--- src/rtl/afifo_pack_pkg.sv ---
// Shared types and helpers for the FIFO read-side word packer.
// Optional parity output is enabled with AFIFO_PACK_PARITY_EN.
package afifo_pack_pkg;

    typedef enum logic [1:0] {
        FILL       = 2'd0,
        FLUSH_WAIT = 2'd1,
        FLUSH_EMIT = 2'd2
    } pack_state_e;

    localparam int unsigned PACK_RATIO_MIN = 2;
    localparam int unsigned PACK_RATIO_MAX = 16;
    localparam int unsigned CNT_ARG_W      = 5;

    // Low 'count' bits set; callers truncate to their PACK_RATIO.
    function automatic logic [PACK_RATIO_MAX-1:0] keep_mask(input logic [CNT_ARG_W-1:0] count);
        logic [PACK_RATIO_MAX-1:0] m;
        m = '0;
        for (int unsigned i = 0; i < PACK_RATIO_MAX; i++) begin
            if (CNT_ARG_W'(i) < count) m[i] = 1'b1;
        end
        return m;
    endfunction

endpackage

--- src/rtl/afifo_beat_reg.sv ---
// Single-entry valid/ready holding register for a packed beat.
// Carries the per-slot parity only when AFIFO_PACK_PARITY_EN is defined.
module afifo_beat_reg #(
    parameter int unsigned BEAT_WIDTH = 32,
    parameter int unsigned KEEP_WIDTH = 4
) (
    input  logic                  clk,
    input  logic                  rst_n,
    input  logic                  load_i,
    input  logic [BEAT_WIDTH-1:0] data_i,
    input  logic [KEEP_WIDTH-1:0] keep_i,
`ifdef AFIFO_PACK_PARITY_EN
    input  logic [KEEP_WIDTH-1:0] parity_i,
    output logic [KEEP_WIDTH-1:0] parity_o,
`endif
    input  logic                  ready_i,
    output logic                  free_c_o,
    output logic                  valid_o,
    output logic [BEAT_WIDTH-1:0] data_o,
    output logic [KEEP_WIDTH-1:0] keep_o
);

    assign free_c_o = !valid_o || ready_i;

    // Payload only changes on load, so it stays stable while stalled.
    always_ff @(posedge clk or negedge rst_n) begin
        if (!rst_n) begin
            valid_o  <= 1'b0;
            data_o   <= '0;
            keep_o   <= '0;
`ifdef AFIFO_PACK_PARITY_EN
            parity_o <= '0;
`endif
        end else if (load_i) begin
            valid_o  <= 1'b1;
            data_o   <= data_i;
            keep_o   <= keep_i;
`ifdef AFIFO_PACK_PARITY_EN
            parity_o <= parity_i;
`endif
        end else if (ready_i) begin
            valid_o  <= 1'b0;
        end
    end

endmodule

--- src/rtl/afifo_word_packer.sv ---
// Packs PACK_RATIO FIFO words into one beat; flush emits a keep-masked partial beat.
// Define AFIFO_PACK_PARITY_EN to add the Beat_Parity_out port.
module afifo_word_packer
    import afifo_pack_pkg::*;
#(
    parameter int unsigned DATA_WIDTH = 8,
    parameter int unsigned PACK_RATIO = 4,
    localparam int unsigned BEAT_WIDTH = DATA_WIDTH * PACK_RATIO
) (
    input  logic                  Clk,
    input  logic                  Reset_n_in,
    input  logic [DATA_WIDTH-1:0] Fifo_Data_in,
    input  logic                  Fifo_Empty_in,
    output logic                  Fifo_ReadEn_out,
    input  logic                  Flush_in,
    output logic                  Flush_Done_out,
    output logic [BEAT_WIDTH-1:0] Beat_Data_out,
    output logic [PACK_RATIO-1:0] Beat_Keep_out,
`ifdef AFIFO_PACK_PARITY_EN
    output logic [PACK_RATIO-1:0] Beat_Parity_out,
`endif
    output logic                  Beat_Valid_out,
    input  logic                  Beat_Ready_in
);

    localparam int unsigned CNT_W = $clog2(PACK_RATIO + 1);
    localparam logic [CNT_W-1:0] CNT_FULL = CNT_W'(PACK_RATIO);

    if (PACK_RATIO < PACK_RATIO_MIN || PACK_RATIO > PACK_RATIO_MAX) begin : g_bad_ratio
        $error("afifo_word_packer: PACK_RATIO out of range");
    end

    pack_state_e           state_q, state_d;
    logic [CNT_W-1:0]      cnt_q, cnt_d;
    logic                  pending_q;
    logic [BEAT_WIDTH-1:0] acc_q, acc_d;
    logic                  flush_done_q, flush_done_d;

    logic                  free_c;
    logic                  xfer_c;
    logic                  emit_c;
    logic                  load_c;
    logic                  accept_c;
    logic [CNT_W-1:0]      fill_lvl_c;
    logic [PACK_RATIO-1:0] keep_c;
    logic [BEAT_WIDTH-1:0] beat_data_c;

    assign fill_lvl_c = CNT_W'(cnt_q + CNT_W'(pending_q));
    assign xfer_c     = (cnt_q == CNT_FULL) && free_c;
    assign load_c     = xfer_c || emit_c;

    // Reads are gated by reset so the port is low for the whole reset window.
    assign Fifo_ReadEn_out = Reset_n_in && (state_q == FILL) && !Flush_in && !Fifo_Empty_in
                             && ((fill_lvl_c < CNT_FULL) || xfer_c);
    assign accept_c        = Fifo_ReadEn_out && !Fifo_Empty_in;
    assign Flush_Done_out  = flush_done_q;

    // Keep follows cnt: all ones for a full beat, low cnt bits for a partial one.
    always_comb begin
        keep_c      = PACK_RATIO'(keep_mask(CNT_ARG_W'(cnt_q)));
        beat_data_c = '0;
        for (int unsigned k = 0; k < PACK_RATIO; k++) begin
            if (keep_c[k]) beat_data_c[k*DATA_WIDTH +: DATA_WIDTH] = acc_q[k*DATA_WIDTH +: DATA_WIDTH];
        end
    end

`ifdef AFIFO_PACK_PARITY_EN
    logic [PACK_RATIO-1:0] beat_par_c;

    always_comb begin
        beat_par_c = '0;
        for (int unsigned k = 0; k < PACK_RATIO; k++) begin
            beat_par_c[k] = ^beat_data_c[k*DATA_WIDTH +: DATA_WIDTH];
        end
    end
`endif

    // Flush sequencing.
    always_comb begin
        state_d      = state_q;
        flush_done_d = 1'b0;
        emit_c       = 1'b0;
        case (state_q)
            FILL: begin
                if (Flush_in) state_d = FLUSH_WAIT;
            end
            FLUSH_WAIT: begin
                if (!pending_q) begin
                    if (cnt_q == '0) begin
                        flush_done_d = 1'b1;
                        state_d      = FILL;
                    end else if (cnt_q != CNT_FULL) begin
                        state_d = FLUSH_EMIT;
                    end
                end
            end
            FLUSH_EMIT: begin
                if (free_c) begin
                    emit_c       = 1'b1;
                    flush_done_d = 1'b1;
                    state_d      = FILL;
                end
            end
            default: state_d = FILL;
        endcase
    end

    // Accumulator: the registered read word lands in slot cnt.
    always_comb begin
        acc_d = acc_q;
        cnt_d = cnt_q;
        if (pending_q) begin
            for (int unsigned k = 0; k < PACK_RATIO; k++) begin
                if (cnt_q == CNT_W'(k)) acc_d[k*DATA_WIDTH +: DATA_WIDTH] = Fifo_Data_in;
            end
            cnt_d = CNT_W'(cnt_q + 1'b1);
        end
        if (load_c) cnt_d = '0;
    end

    always_ff @(posedge Clk or negedge Reset_n_in) begin
        if (!Reset_n_in) begin
            state_q      <= FILL;
            cnt_q        <= '0;
            pending_q    <= 1'b0;
            acc_q        <= '0;
            flush_done_q <= 1'b0;
        end else begin
            state_q      <= state_d;
            cnt_q        <= cnt_d;
            pending_q    <= accept_c;
            acc_q        <= acc_d;
            flush_done_q <= flush_done_d;
        end
    end

    afifo_beat_reg #(
        .BEAT_WIDTH (BEAT_WIDTH),
        .KEEP_WIDTH (PACK_RATIO)
    ) u_beat_reg (
        .clk      (Clk),
        .rst_n    (Reset_n_in),
        .load_i   (load_c),
        .data_i   (beat_data_c),
        .keep_i   (keep_c),
`ifdef AFIFO_PACK_PARITY_EN
        .parity_i (beat_par_c),
        .parity_o (Beat_Parity_out),
`endif
        .ready_i  (Beat_Ready_in),
        .free_c_o (free_c),
        .valid_o  (Beat_Valid_out),
        .data_o   (Beat_Data_out),
        .keep_o   (Beat_Keep_out)
    );

endmodule

--- config.mk ---
export PLATFORM = sky130hd
export DESIGN_NAME = afifo_word_packer
export DESIGN_NICKNAME = d
export VERILOG_FILES = /design/src/rtl/afifo_pack_pkg.sv /design/src/rtl/afifo_beat_reg.sv /design/src/rtl/afifo_word_packer.sv
export SDC_FILE = /design/constraint.sdc
export NUM_CORES = 1
export LEC_CHECK = 0
export ABC_AREA = 0
export CAP_MARGIN = 10
export CORE_ASPECT_RATIO = 1.4
export CORE_MARGIN = 5
export CORE_UTILIZATION = 40
export CTS_CLUSTER_DIAMETER = 80
export DETAILED_ROUTE_END_ITERATION = 16
export PLACE_DENSITY_LB_ADDON = 0.08
export SLEW_MARGIN = 20
export SYNTH_ARGS = -nofsm -noshare
export SYNTH_HDL_FRONTEND = slang
export SYNTH_SLANG_ARGS = --single-unit
--- constraint.sdc ---
create_clock -name Clk -period 3.93 [get_ports Clk]
set_input_delay 0.9825 -clock Clk [delete_from_list [all_inputs] [get_ports Clk]]
set_output_delay 0.9825 -clock Clk [all_outputs]
set_load 0.1 [all_outputs]
# Word-level counts from Yosys, hierarchy flattened
# Index checks and enable logic that the tools add are counted.
# W data, S select, Z words.
word_totals:
  register_bits: 76
  in_bits: 13
  out_inout_bits: 39
  wordCells: 73
op_classes:
  add_sub_neg: 2
  order_cmp: 5
  eq_ne: 11
  mux: 23
  n_reduce_logical: 21
op_table:
  columns: ["cell", "n"]
  rows:
  - ["$mux W8", 4]
  - ["$mux W1", 10]
  - ["$mux W2", 5]
  - ["$reduce_and A2 Y1", 4]
  - ["$eq A3 B2 Y1 const B", 2]
  - ["$logic_and A1 B1 Y1", 6]
  - ["$lt A1 B3 Y1 const A", 2]
  - ["$lt A2 B3 Y1 const A", 2]
  - ["$mux W3", 2]
  - ["$ne A2 B2 Y1 const B", 3]
  - ["$ne A3 B3 Y1 const B", 2]
  - ["$pmux W2 S3", 1]
  - ["$reduce_and A4 Y1", 1]
  - ["$reduce_bool A2 Y1", 2]
  - ["$add A3 B1 Y3", 1]
  - ["$add A3 B1 Y3 const B", 1]
  - ["$eq A3 B1 Y1 const B", 1]
  - ["$eq A3 B3 Y1 const B", 1]
  - ["$logic_not A1 Y1", 3]
  - ["$logic_not A3 Y1", 1]
  - ["$logic_or A1 B1 Y1", 3]
  - ["$lt A3 B3 Y1 const B", 1]
  - ["$eq A2 B1 Y1 const B", 1]
  - ["$eq A2 B2 Y1 const B", 1]
  - ["2 further kinds", 2]

# Longest topological paths before layout
# Gate-level depths: netlist of run 1.
logic_depth:
  ltp_word: 6
  depth_mapped: 8
  mapped_depth_nobuf: 5

# Modules after synthesis
# A second synthesis of run 1 with hierarchy kept.
hier_totals:
  hier_cells: 236
  hier_area_um2: 3495.9
by_module_without_submodules:
  columns: ["mod", "n_inst", "cells_per_inst", "area_per_inst_um2"]
  rows:
  - ["afifo_word_packer", 1, 157, 1971.9]
  - ["afifo_beat_reg", 1, 79, 1524.0]

# Worst setup path before layout of run 1
# OpenSTA, ideal clock, no wires.
synth_timing:
  kind: "input -> output"
  from: "input port Flush_in"
  to: "output port Fifo_ReadEn_out"
  arrival_time_ns: 2.886
  setup_slack_ns: 0.062
  stages: 3
  path_buffers: 0
  path_cell_list: "nor2b_1 -> o2111ai_1 -> a31oi_1"
synth_via:
  elab_chain_cells: 4
synth_rtl:
  columns: ["element", "line_no", "rtl"]
  rows:
  - ["start, declared", "afifo_word_packer.sv:15", "input logic Flush_in,"]
  - ["$logic_not A1 Y1", "afifo_word_packer.sv:53", "assign Fifo_ReadEn_out = Reset_n_in && (state_q == FILL) && !Flush_in && !Fifo_Empty_in"]
  - ["$logic_and A1 B1 Y1 (2 in series)", "afifo_word_packer.sv:53", null]
  - ["$logic_and A1 B1 Y1", "afifo_word_packer.sv:54", "&& ((fill_lvl_c < CNT_FULL) || xfer_c);"]
  - ["end, declared", "afifo_word_packer.sv:14", "output logic Fifo_ReadEn_out,"]
# Every way passes these cells.

# Worst setup path after layout of run 1
# Ends and elaborated chain as after synthesis.

==> results of run 1 <==
flip-flops by register name, summed over array words and instances, names as in the netlist:
| register | count |
|---|---|
| state_q | 2 |
| u_beat_reg.valid_o | 1 |
| pending_q | 1 |
| u_beat_reg.data_o | 32 |
| u_beat_reg.keep_o | 4 |
| cnt_q | 3 |
| Flush_Done_out | 1 |
| acc_q | 32 |
final timing paths:
| path | startpoint | to | slack [ns] | depth (start not counted) |
|---|---|---|---|---|
| setup reg to reg | cnt_q[0] | u_beat_reg.data_o[25] | 1.54 | 7 |
| max in group asynchronous | Reset_n_in | pending_q | 2.42 | 2 |
| setup / recovery | Flush_in | Fifo_ReadEn_out | 0.62 | 5 |
| hold / removal | u_beat_reg.keep_o[1] | u_beat_reg.keep_o[1] | 0.48 | 1 |
| hold reg to reg | u_beat_reg.keep_o[1] | u_beat_reg.keep_o[1] | 0.48 | 1 |
| min in group asynchronous | Reset_n_in | u_beat_reg.data_o[29] | 0.87 | 2 |
placed cells by master (no fill, tap or decap), types with 2 or more instances in the layout:
cell type and n:
sky130_fd_sc_hd__inv_1 5, sky130_fd_sc_hd__a21o_1 3, sky130_fd_sc_hd__nor2_1 7, sky130_fd_sc_hd__a31oi_1 2
sky130_fd_sc_hd__nand3_1 2, sky130_fd_sc_hd__o21ai_1 3, sky130_fd_sc_hd__o21ai_0 30, sky130_fd_sc_hd__clkinv_4 2
sky130_fd_sc_hd__clkbuf_8 9, sky130_fd_sc_hd__nand2_1 21, sky130_fd_sc_hd__mux2_2 35, sky130_fd_sc_hd__clkdlybuf4s50_1 49
sky130_fd_sc_hd__buf_4 5, sky130_fd_sc_hd__dfrtp_1 76, sky130_fd_sc_hd__a22o_1 16, sky130_fd_sc_hd__bufinv_16 3
sky130_fd_sc_hd__nor2b_1 2, sky130_fd_sc_hd__ha_1 7
cell type report:
cell class                      instances  share of cell area, %
Clock buffer                            9                  3.129
Clock inverter                          7                  3.129
Inverter                                5                 0.4741
Multi-Input combinational cell        147                  28.22
Sequential cell                        76                  48.04
Tap cell                              100                  3.161
Timing Repair Buffer                   55                  13.84
stage by stage:
stage	worst slack, ns	std cells	util [%]
after CTS	0.6276	399	51.72
after floorplan	0.06151	242	-
after detailed placement	0.6386	383	48.48
after global placement	0.6721	383	48.48
final	0.6219	399	51.72
after global routing	0.5398	399	51.72
cell usage after synthesis (all sizes together):
master   count  area (sq um)
buf          9         51.30
nor2         7         26.28
o21a         1         7.510
o21ai       33         165.1
a22o        16         140.1
xnor2        1         8.760
a221oi       1         8.760
a31oi        2         12.51
nor3         1         10.01
nand2b       1         6.260
nand2       21         78.83
nor2b        3         21.27
clkbuf       5         18.77
a21oi        1         8.760
and2b        1         7.510
a211o        1         8.760
or3          1         6.260
inv          5         18.77
nor4         1         21.27
a32oi        1         8.760
and3         1         6.260
o2111ai      1         8.760
nand3        2         10.01
a211oi       1         7.510
a21o         3         22.52
dfrtp       76          1902
xor2         1         8.760
or2          1         6.260
ha           7         87.58
mux2i        1         10.01
mux2        35         394.1
or3b         1         8.760
metal layers:
| layer | part of all wire [%] | wire (um) |
|---|---|---|
| met5 | 0 | 0 |
| met4 | 1.4 | 95 |
| met3 | 3.4 | 231 |
| met2 | 49 | 3350 |
| met1 | 46 | 3107 |
cells by family after synthesis:
group	after synthesis	share of synthesized area (%)
adders and majority gates	7	2.818
xor gates and xnor gates	2	0.5637
buffers and inverters	19	2.858
muxes	36	13.00
DFF	76	61.19
and+or+nand+nor	41	6.724
AOI/OAI and AO/OA	61	12.84
critical path: stages:
cell,delay (ns)
sky130_fd_sc_hd__clkdlybuf4s50_1,0.40
sky130_fd_sc_hd__nor2b_1,0.25
sky130_fd_sc_hd__o2111ai_1,0.18
sky130_fd_sc_hd__a31oi_1,0.28
sky130_fd_sc_hd__buf_12,0.22
==> flow_metrics.env, run 1 <==
export IMPL_cts_buffer_depth=2
export IMPL_ctsHoldBuffers=0
export IMPL_tritoncts="yes"
export IMPL_slew_viol_final=0
export IMPL_seq_area_frac_synth_pct=61.19
export IMPL_worstHoldPathType="reg2reg"
export IMPL_grt_antenna_before_repair=0
export IMPL_post_synth_num_cell_types=35
export IMPL_timing_max_slew_rel_slack_pct=34.54
export IMPL_grt_start_max_net_pins=77
export IMPL_io_pin_count=52
export IMPL_worst_endpoint_required_ns=2.95
export IMPL_drt_wl_total_mm=6.785
export IMPL_initial_cell_density_of_the_core_pct=40.60
export IMPL_period_needed_ns=3.308
export IMPL_routed_via_density=5.155
export IMPL_timing_final_crit_share_pct=84.18
export IMPL_post_route_cells_drive_above_1_share_pct=20.74
export IMPL_cts_root_buffer="sky130_fd_sc_hd__clkbuf_8"
export IMPL_num_vias=2057
export IMPL_tightest_slew_ns=0.9789
export IMPL_synthesis_area_per_instance_sq_um=12.84
export IMPL_layout_nets=314
export IMPL_hold_viol=0
export IMPL_global_route_met3_utilization_pct=3.384
export IMPL_route_detailed_drc=0
export IMPL_detail_route_antenna_nets=0
export IMPL_fp_dieArea_sq_um=9658
export IMPL_drt_first_pass_iters=4
export IMPL_mapped_nets=262
export IMPL_gp_congestion=0.6695
export IMPL_critPathKind="in2out"
export IMPL_worst_setup_path_end_kind="output port"
export IMPL_placed_cell_area_sq_um=3711
export IMPL_detailed_place_hpwl_mm=4.490
export IMPL_cts_resized=0
export IMPL_filler_cell_count=714
export IMPL_hold_ws_ns=0.4812
export IMPL_setup_total_negative_slack_ns=0
export IMPL_max_clock_freq_mhz=302.3
export IMPL_grtUsageTotal_pct=14.85
export IMPL_tritoncts_sink_count=76
export IMPL_syn_instance_count=242
export IMPL_port_buffers=51
export IMPL_syn_area_sq_um=3108
export IMPL_first_iter_violations=81
export IMPL_clock_insertion_delay_worst_skew_ns=0.35
export IMPL_syn2layout_area_growth_pct=27.38
export IMPL_die_x_um=84.50
export IMPL_antennaDiodeCount=0
export IMPL_cap_viol_max_count=0
export IMPL_detail_route_wl_per_cell_um=17.01
export IMPL_core_sq_um=7655
export IMPL_cts_clk_slew_worst_paths_ns=0.08
export IMPL_cts_htree_levels=3
export IMPL_post_cts_repair_setup_buffers=0
export IMPL_status="finished clean"
export IMPL_critPathLaunchType="primary input"
export IMPL_met1_usage_pct=19.33
export IMPL_timing_critical_path_arrival_ns=2.33
export IMPL_global_route_usage_met2_pct=24.15
export IMPL_inserted_clock_buffers=9
export IMPL_ys_ff_latch=76
export IMPL_multi_input_comb_area_sq_um=1117
export IMPL_setup_viol_count_final=0
export IMPL_layout_cell_area_non_filler_sq_um=3959
export IMPL_grt_busiest_layer="met2"
export IMPL_grt_first_pass_wirelength_mm=11.07
export IMPL_finClkSkew_ns=0.01118
export IMPL_rsz0062_at_grt="no"
export IMPL_ff_latch_area_sq_um=1902
export IMPL_globalRouteOverflowTotal=0
export IMPL_first_global_vias=2145
export IMPL_yosys_warnings=0
export IMPL_row_count=38
export IMPL_maximum_fanout_along_the_worst_path=4
export IMPL_die_span_y_um=114.3
Power of run 1 is left out: the tool's default activity adds up to more than one toggle a clock period on the data nets, which glitch-free logic cannot reach.
==> inputs of run 2 (changes only) <==
- clock period: 3.93 -> 3.43 ns (I/O delays scaled with it)
==> run 2 against run 1 <==
Global-route usage grew 0.097 points. Utilization shrank 1.9 points. Clock-buffer cell count grew 2. Setup slack lost 0.20 ns. Register-to-register slack lost 0.28 ns. Design area shrank 3.7%. Sequential share of layout area grew 1.8 points.
==> flow_metrics.env, run 2 (synthesized netlist as in run 1, its figures left out) <==
export IMPL_status="finished clean"
export IMPL_drt_wl_total_mm=6.811
export IMPL_hold_viol=0
export IMPL_fp_dieArea_sq_um=9658
export IMPL_clock_insertion_delay_worst_skew_ns=0.35
export IMPL_detailroute_wirelength_met3_um=334
export IMPL_globalRouteOverflowTotal=0
export IMPL_tightest_slew_ns=0.9487
export IMPL_maximum_fanout_along_the_worst_path=4
export IMPL_initial_cell_density_of_the_core_pct=40.60
export IMPL_routed_via_density=5.100
export IMPL_detail_route_antenna_nets=0
export IMPL_critPathLaunchType="primary input"
export IMPL_topRoutingLayerUsed="met4"
export IMPL_drt_first_pass_iters=4
export IMPL_cts_htree_levels=3
export IMPL_min_delay_start="u_beat_reg.keep_o[1]"
export IMPL_grt_first_pass_wirelength_mm=11.18
export IMPL_worst_setup_path_end_kind="output port"
export IMPL_detailed_place_hpwl_mm=4.509
export IMPL_grtUsageTotal_pct=14.95
export IMPL_row_count=38
export IMPL_post_route_cells_drive_above_1_share_pct=33.44
export IMPL_r2r_setup_slack_ns=1.26
export IMPL_timing_critical_path_arrival_ns=2.15
export IMPL_route_layer_met1_wl_mm=3.123
export IMPL_hold_end="u_beat_reg.keep_o[1]"
export IMPL_rr_worst_depth=6
export IMPL_timing_final_crit_share_pct=87.82
export IMPL_grt_antenna_before_repair=0
export IMPL_worstHoldPathType="reg2reg"
export IMPL_cap_viol_max_count=0
export IMPL_setup_viol_count_final=0
export IMPL_layout_nets=314
export IMPL_mostFrequentLayoutCell="sky130_fd_sc_hd__dfrtp_1"
export IMPL_cts_buffer_depth=2
export IMPL_num_vias=2035
export IMPL_setup_total_negative_slack_ns=0
export IMPL_detail_route_wl_per_cell_um=17.07
export IMPL_worstHoldPathCells=1
export IMPL_cts_root_buffer="sky130_fd_sc_hd__clkbuf_8"
export IMPL_ctsHoldBuffers=0
export IMPL_largest_registers="acc_q (32), u_beat_reg.data_o (32), u_beat_reg.keep_o (4)"
export IMPL_worst_endpoint_required_ns=2.57
export IMPL_critPathKind="in2out"
export IMPL_port_buffers=51
export IMPL_post_cts_repair_setup_buffers=0
export IMPL_io_pin_count=52
export IMPL_inserted_clock_buffers=9
export IMPL_die_x_um=84.50
export IMPL_slew_viol_final=0
export IMPL_cts_resized=0
export IMPL_max_clock_freq_mhz=332.0
export IMPL_gp_congestion=0.7023
export IMPL_routed_wl_met2_mm=3.275
export IMPL_rsz0062_at_grt="no"
export IMPL_period_needed_ns=3.012
export IMPL_core_sq_um=7655
export IMPL_dp_slack_ns=0.4144
export IMPL_tritoncts="yes"
export IMPL_antennaDiodeCount=0
export IMPL_finClkSkew_ns=0.01241
export IMPL_cts_clk_slew_worst_paths_ns=0.09
export IMPL_timing_max_slew_rel_slack_pct=36.75
export IMPL_syn2layout_area_growth_pct=22.67
export IMPL_worst_r2r_end="u_beat_reg.keep_o[3]"
export IMPL_first_iter_violations=120
export IMPL_first_global_vias=2185
export IMPL_finalWorstSetupSlack_ns=0.4176
export IMPL_tritoncts_sink_count=76
export IMPL_grt_start_max_net_pins=77
export IMPL_start_of_the_worst_register_to_register_path="cnt_q[0]"
export IMPL_die_span_y_um=114.3
export IMPL_route_detailed_drc=0
export IMPL_most_common_layout_cells="76 x sky130_fd_sc_hd__dfrtp_1, 42 x sky130_fd_sc_hd__buf_4, 35 x sky130_fd_sc_hd__mux2_2"
[run 2: area by class of cell]
cell class | count | area, sq um
well taps | 100 | 125.1
fillers | 734 | 3842
clock inverters | 5 | 36.28
flip-flops and latches | 76 | 1902
inverters | 5 | 18.77
clock buffers | 11 | 141.4
repair buffers | 55 | 465.4
multi-input cells | 147 | 1124
[run 2: routing by layer]
layer	vias to the layer above	GRT usage [%]
li1	961	-
met3	7	4.464
met5	-	0
met4	0	5.069
met1	1022	19.52
met2	45	23.78
[run 2: how the worst max path moves through the flow]
| stage | startpoint | end | slack (ns) | cells past startpoint |
|---|---|---|---|---|
| 3_5_place_dp | Flush_in | Fifo_ReadEn_out | 0.41 | 5 |
| 5_1_grt | Flush_in | Fifo_ReadEn_out | 0.30 | 5 |
| 6_report | Flush_in | Fifo_ReadEn_out | 0.42 | 5 |
| 4_1_cts | Flush_in | Fifo_ReadEn_out | 0.42 | 5 |
| 2_1_floorplan | Flush_in | Fifo_ReadEn_out | 0.37 | 3 |
| 3_3_place_gp | Flush_in | Fifo_ReadEn_out | 0.46 | 5 |
[run 2: through the flow]
stage / cell area [sq um] / hold slack [ns] / instances / util [%]
4_1_cts: 3812 / 0.4929 / 399 / 49.80
2_1_floorplan: 3114 / 0.4675 / 242 / -
5_1_grt: 3812 / 0.5190 / 399 / 49.80
3_5_place_dp: 3635 / 0.4717 / 383 / 47.48
6_report: 3812 / 0.4935 / 399 / 49.80
3_3_place_gp: 3635 / 0.4658 / 383 / 47.48
[run 2: worst max-delay path: stages]
cell and delay, ns:
sky130_fd_sc_hd__clkdlybuf4s50_1 0.40, sky130_fd_sc_hd__nor2b_1 0.25, sky130_fd_sc_hd__o2111ai_1 0.20, sky130_fd_sc_hd__a31oi_2 0.23, sky130_fd_sc_hd__buf_12 0.20
Power of run 2 is left out for the same reason.
==> inputs of run 3 (changes only) <==
- REMOVE_ABC_BUFFERS: unset -> 1
==> run 3 against run 2 <==
Critical path depth is the same. Design area rose by 0.30%. Utilization up 0.15 points. Non-clock buffer count fell by 1. First-iteration DRC count down 38%. Global-route usage is 0.47 points higher. Wire length increased by 0.66%. Flip-flop and latch count unchanged. Clock-buffer cell count grew 1. Clock skew shrank 0.0050 ns. Final cell count fell by 0.25%. Critical endpoint unchanged. Highest routed layer unchanged.
==> flow_metrics.env, run 3 (synthesized netlist as in run 1, its figures left out) <==
export IMPL_finalWorstSetupSlack_ns=0.3497
export IMPL_place_detailed_instances=382
export IMPL_tritoncts_sink_count=76
export IMPL_initial_cell_density_of_the_core_pct=40.60
export IMPL_status="finished clean"
export IMPL_core_sq_um=7655
export IMPL_hold_end="u_beat_reg.keep_o[1]"
export IMPL_grt_busiest_layer="met2"
export IMPL_rr_worst_depth=5
export IMPL_drt_wl_total_mm=6.856
export IMPL_period_needed_ns=3.080
export IMPL_grt_antenna_before_repair=0
export IMPL_grtUsageTotal_pct=15.42
export IMPL_antennaDiodeCount=0
export IMPL_cap_viol_max_count=0
export IMPL_die_x_um=84.50
export IMPL_tritoncts="yes"
export IMPL_crit_chain="clkdlybuf4s50_1, nor2b_1, o2111ai_1, a31oi_1, buf_12"
export IMPL_first_iter_violations=74
export IMPL_timing_final_crit_share_pct=89.80
export IMPL_post_route_cells_drive_above_1_share_pct=32.89
export IMPL_cell_type_of_the_slowest_stage_on_the_worst_timing_path="sky130_fd_sc_hd__clkdlybuf4s50_1"
export IMPL_die_span_y_um=114.3
export IMPL_final_instance_count_excl_fill=398
export IMPL_dp_slack_ns=0.3617
export IMPL_clock_insertion_delay_worst_skew_ns=0.36
export IMPL_most_common_layout_cells="76 x sky130_fd_sc_hd__dfrtp_1, 41 x sky130_fd_sc_hd__buf_4, 35 x sky130_fd_sc_hd__mux2_2"
export IMPL_detail_route_wl_per_cell_um=17.23
export IMPL_grt_first_pass_wirelength_mm=11.33
export IMPL_slew_viol_final=0
export IMPL_gp_congestion=0.7306
export IMPL_min_delay_start="u_beat_reg.keep_o[1]"
export IMPL_finClkSkew_ns=0.007444
export IMPL_critPathLaunchType="primary input"
export IMPL_max_clock_freq_mhz=324.6
export IMPL_critPathKind="in2out"
export IMPL_global_route_usage_met2_pct=24.78
export IMPL_cts_resized=0
export IMPL_grt_start_max_net_pins=77
export IMPL_port_buffers=51
export IMPL_worst_endpoint_required_ns=2.57
export IMPL_global_route_met3_utilization_pct=3.600
export IMPL_timing_max_slew_rel_slack_pct=37.31
export IMPL_cp_buffers_inverters=2
export IMPL_rsz0062_at_grt="no"
export IMPL_num_vias=2038
export IMPL_detail_route_antenna_nets=0
export IMPL_start_of_the_worst_register_to_register_path="cnt_q[0]"
export IMPL_worst_setup_path_end_kind="output port"
export IMPL_syn2layout_area_growth_pct=23.03
export IMPL_worstHoldPathType="reg2reg"
export IMPL_worst_r2r_end="u_beat_reg.keep_o[3]"
export IMPL_mostFrequentLayoutCell="sky130_fd_sc_hd__dfrtp_1"
export IMPL_setup_total_negative_slack_ns=0
export IMPL_cts_htree_levels=3
export IMPL_ctsHoldBuffers=0
export IMPL_io_pin_count=52
export IMPL_hold_viol=0
export IMPL_post_cts_repair_setup_buffers=0
export IMPL_worstHoldPathCells=1
export IMPL_timing_critical_path_arrival_ns=2.22
export IMPL_setup_viol_count_final=0
export IMPL_largest_registers="acc_q (32), u_beat_reg.data_o (32), u_beat_reg.keep_o (4)"
export IMPL_inserted_clock_buffers=9
export IMPL_tightest_slew_ns=0.9404
export IMPL_detailed_place_hpwl_mm=4.492
export IMPL_timing_critical_path_slowest_cell_delay_ns=0.40
export IMPL_drt_first_pass_iters=4
export IMPL_cts_root_buffer="sky130_fd_sc_hd__clkbuf_8"
export IMPL_met1_usage_pct=19.12
export IMPL_globalRouteOverflowTotal=0
export IMPL_route_detailed_drc=0
export IMPL_maximum_fanout_along_the_worst_path=4
export IMPL_row_count=38
export IMPL_r2r_setup_slack_ns=1.14
export IMPL_first_global_vias=2173
export IMPL_fp_dieArea_sq_um=9658
export IMPL_cts_buffer_depth=2
export IMPL_layout_nets=313
export IMPL_routed_via_density=5.121
export IMPL_critical_path_top_delay_family="buffers and inverters"
export IMPL_cts_clk_slew_worst_paths_ns=0.08
[run 3: cell types whose count changed in the layout (fill, tap and decap cells not counted)]
cell                         before  now
sky130_fd_sc_hd__clkinv_2         1    2
sky130_fd_sc_hd__a31oi_1          1    2
sky130_fd_sc_hd__inv_6            1    0
sky130_fd_sc_hd__a31oi_2          1    0
sky130_fd_sc_hd__bufinv_16        0    1
sky130_fd_sc_hd__clkbuf_8        10   11
sky130_fd_sc_hd__clkinvlp_4       3    1
sky130_fd_sc_hd__buf_4           42   41
[run 3: worst reg2reg max path, delay by kind of cell (launching register included)]
kind / cells / cell delay (ns)
flip-flops: 1 / 0.48
buffers and inverters: 1 / 0.10
multiplexers: 1 / 0.38
adder cells (fa/ha/maj): 1 / 0.30
AND/OR/NAND/NOR: 1 / 0.43
AO/OA/AOI/OAI: 1 / 0.47
[run 3: worst max-delay path by stage]
stage                     startpoint         endpoint  cells past startpoint
after global routing        Flush_in  Fifo_ReadEn_out                      5
after CTS                   Flush_in  Fifo_ReadEn_out                      5
after global placement      Flush_in  Fifo_ReadEn_out                      5
after detailed placement    Flush_in  Fifo_ReadEn_out                      5
final                       Flush_in  Fifo_ReadEn_out                      5
after floorplan             Flush_in  Fifo_ReadEn_out                      3
[run 3: area by class of cell]
type | instances | area, sq um
clock buffer | 12 | 155.1
clock inverter | 4 | 47.55
fill | 725 | 3831
inverter | 5 | 18.77
multi-input combinational | 147 | 1117
sequential | 76 | 1902
tap | 100 | 125.1
timing repair buffer | 54 | 457.9
[run 3: per-layer routing]
layer / vias to the layer above / share of wire, %
met1: 1031 / 44
met2: 37 / 50
met4: 0 / 2.6
met3: 12 / 3.6
li1: 958 / -
met5: - / 0
[run 3: stage by stage]
stage	hold slack (ns)	utilization [%]	area [sq um]
after global placement	0.4667	47.30	3621
final	0.4871	49.95	3824
after detailed placement	0.4715	47.30	3621
after CTS	0.4891	49.95	3824
after global routing	0.5054	49.95	3824
after floorplan	0.4677	-	3038
Power of run 3 is left out for the same reason.
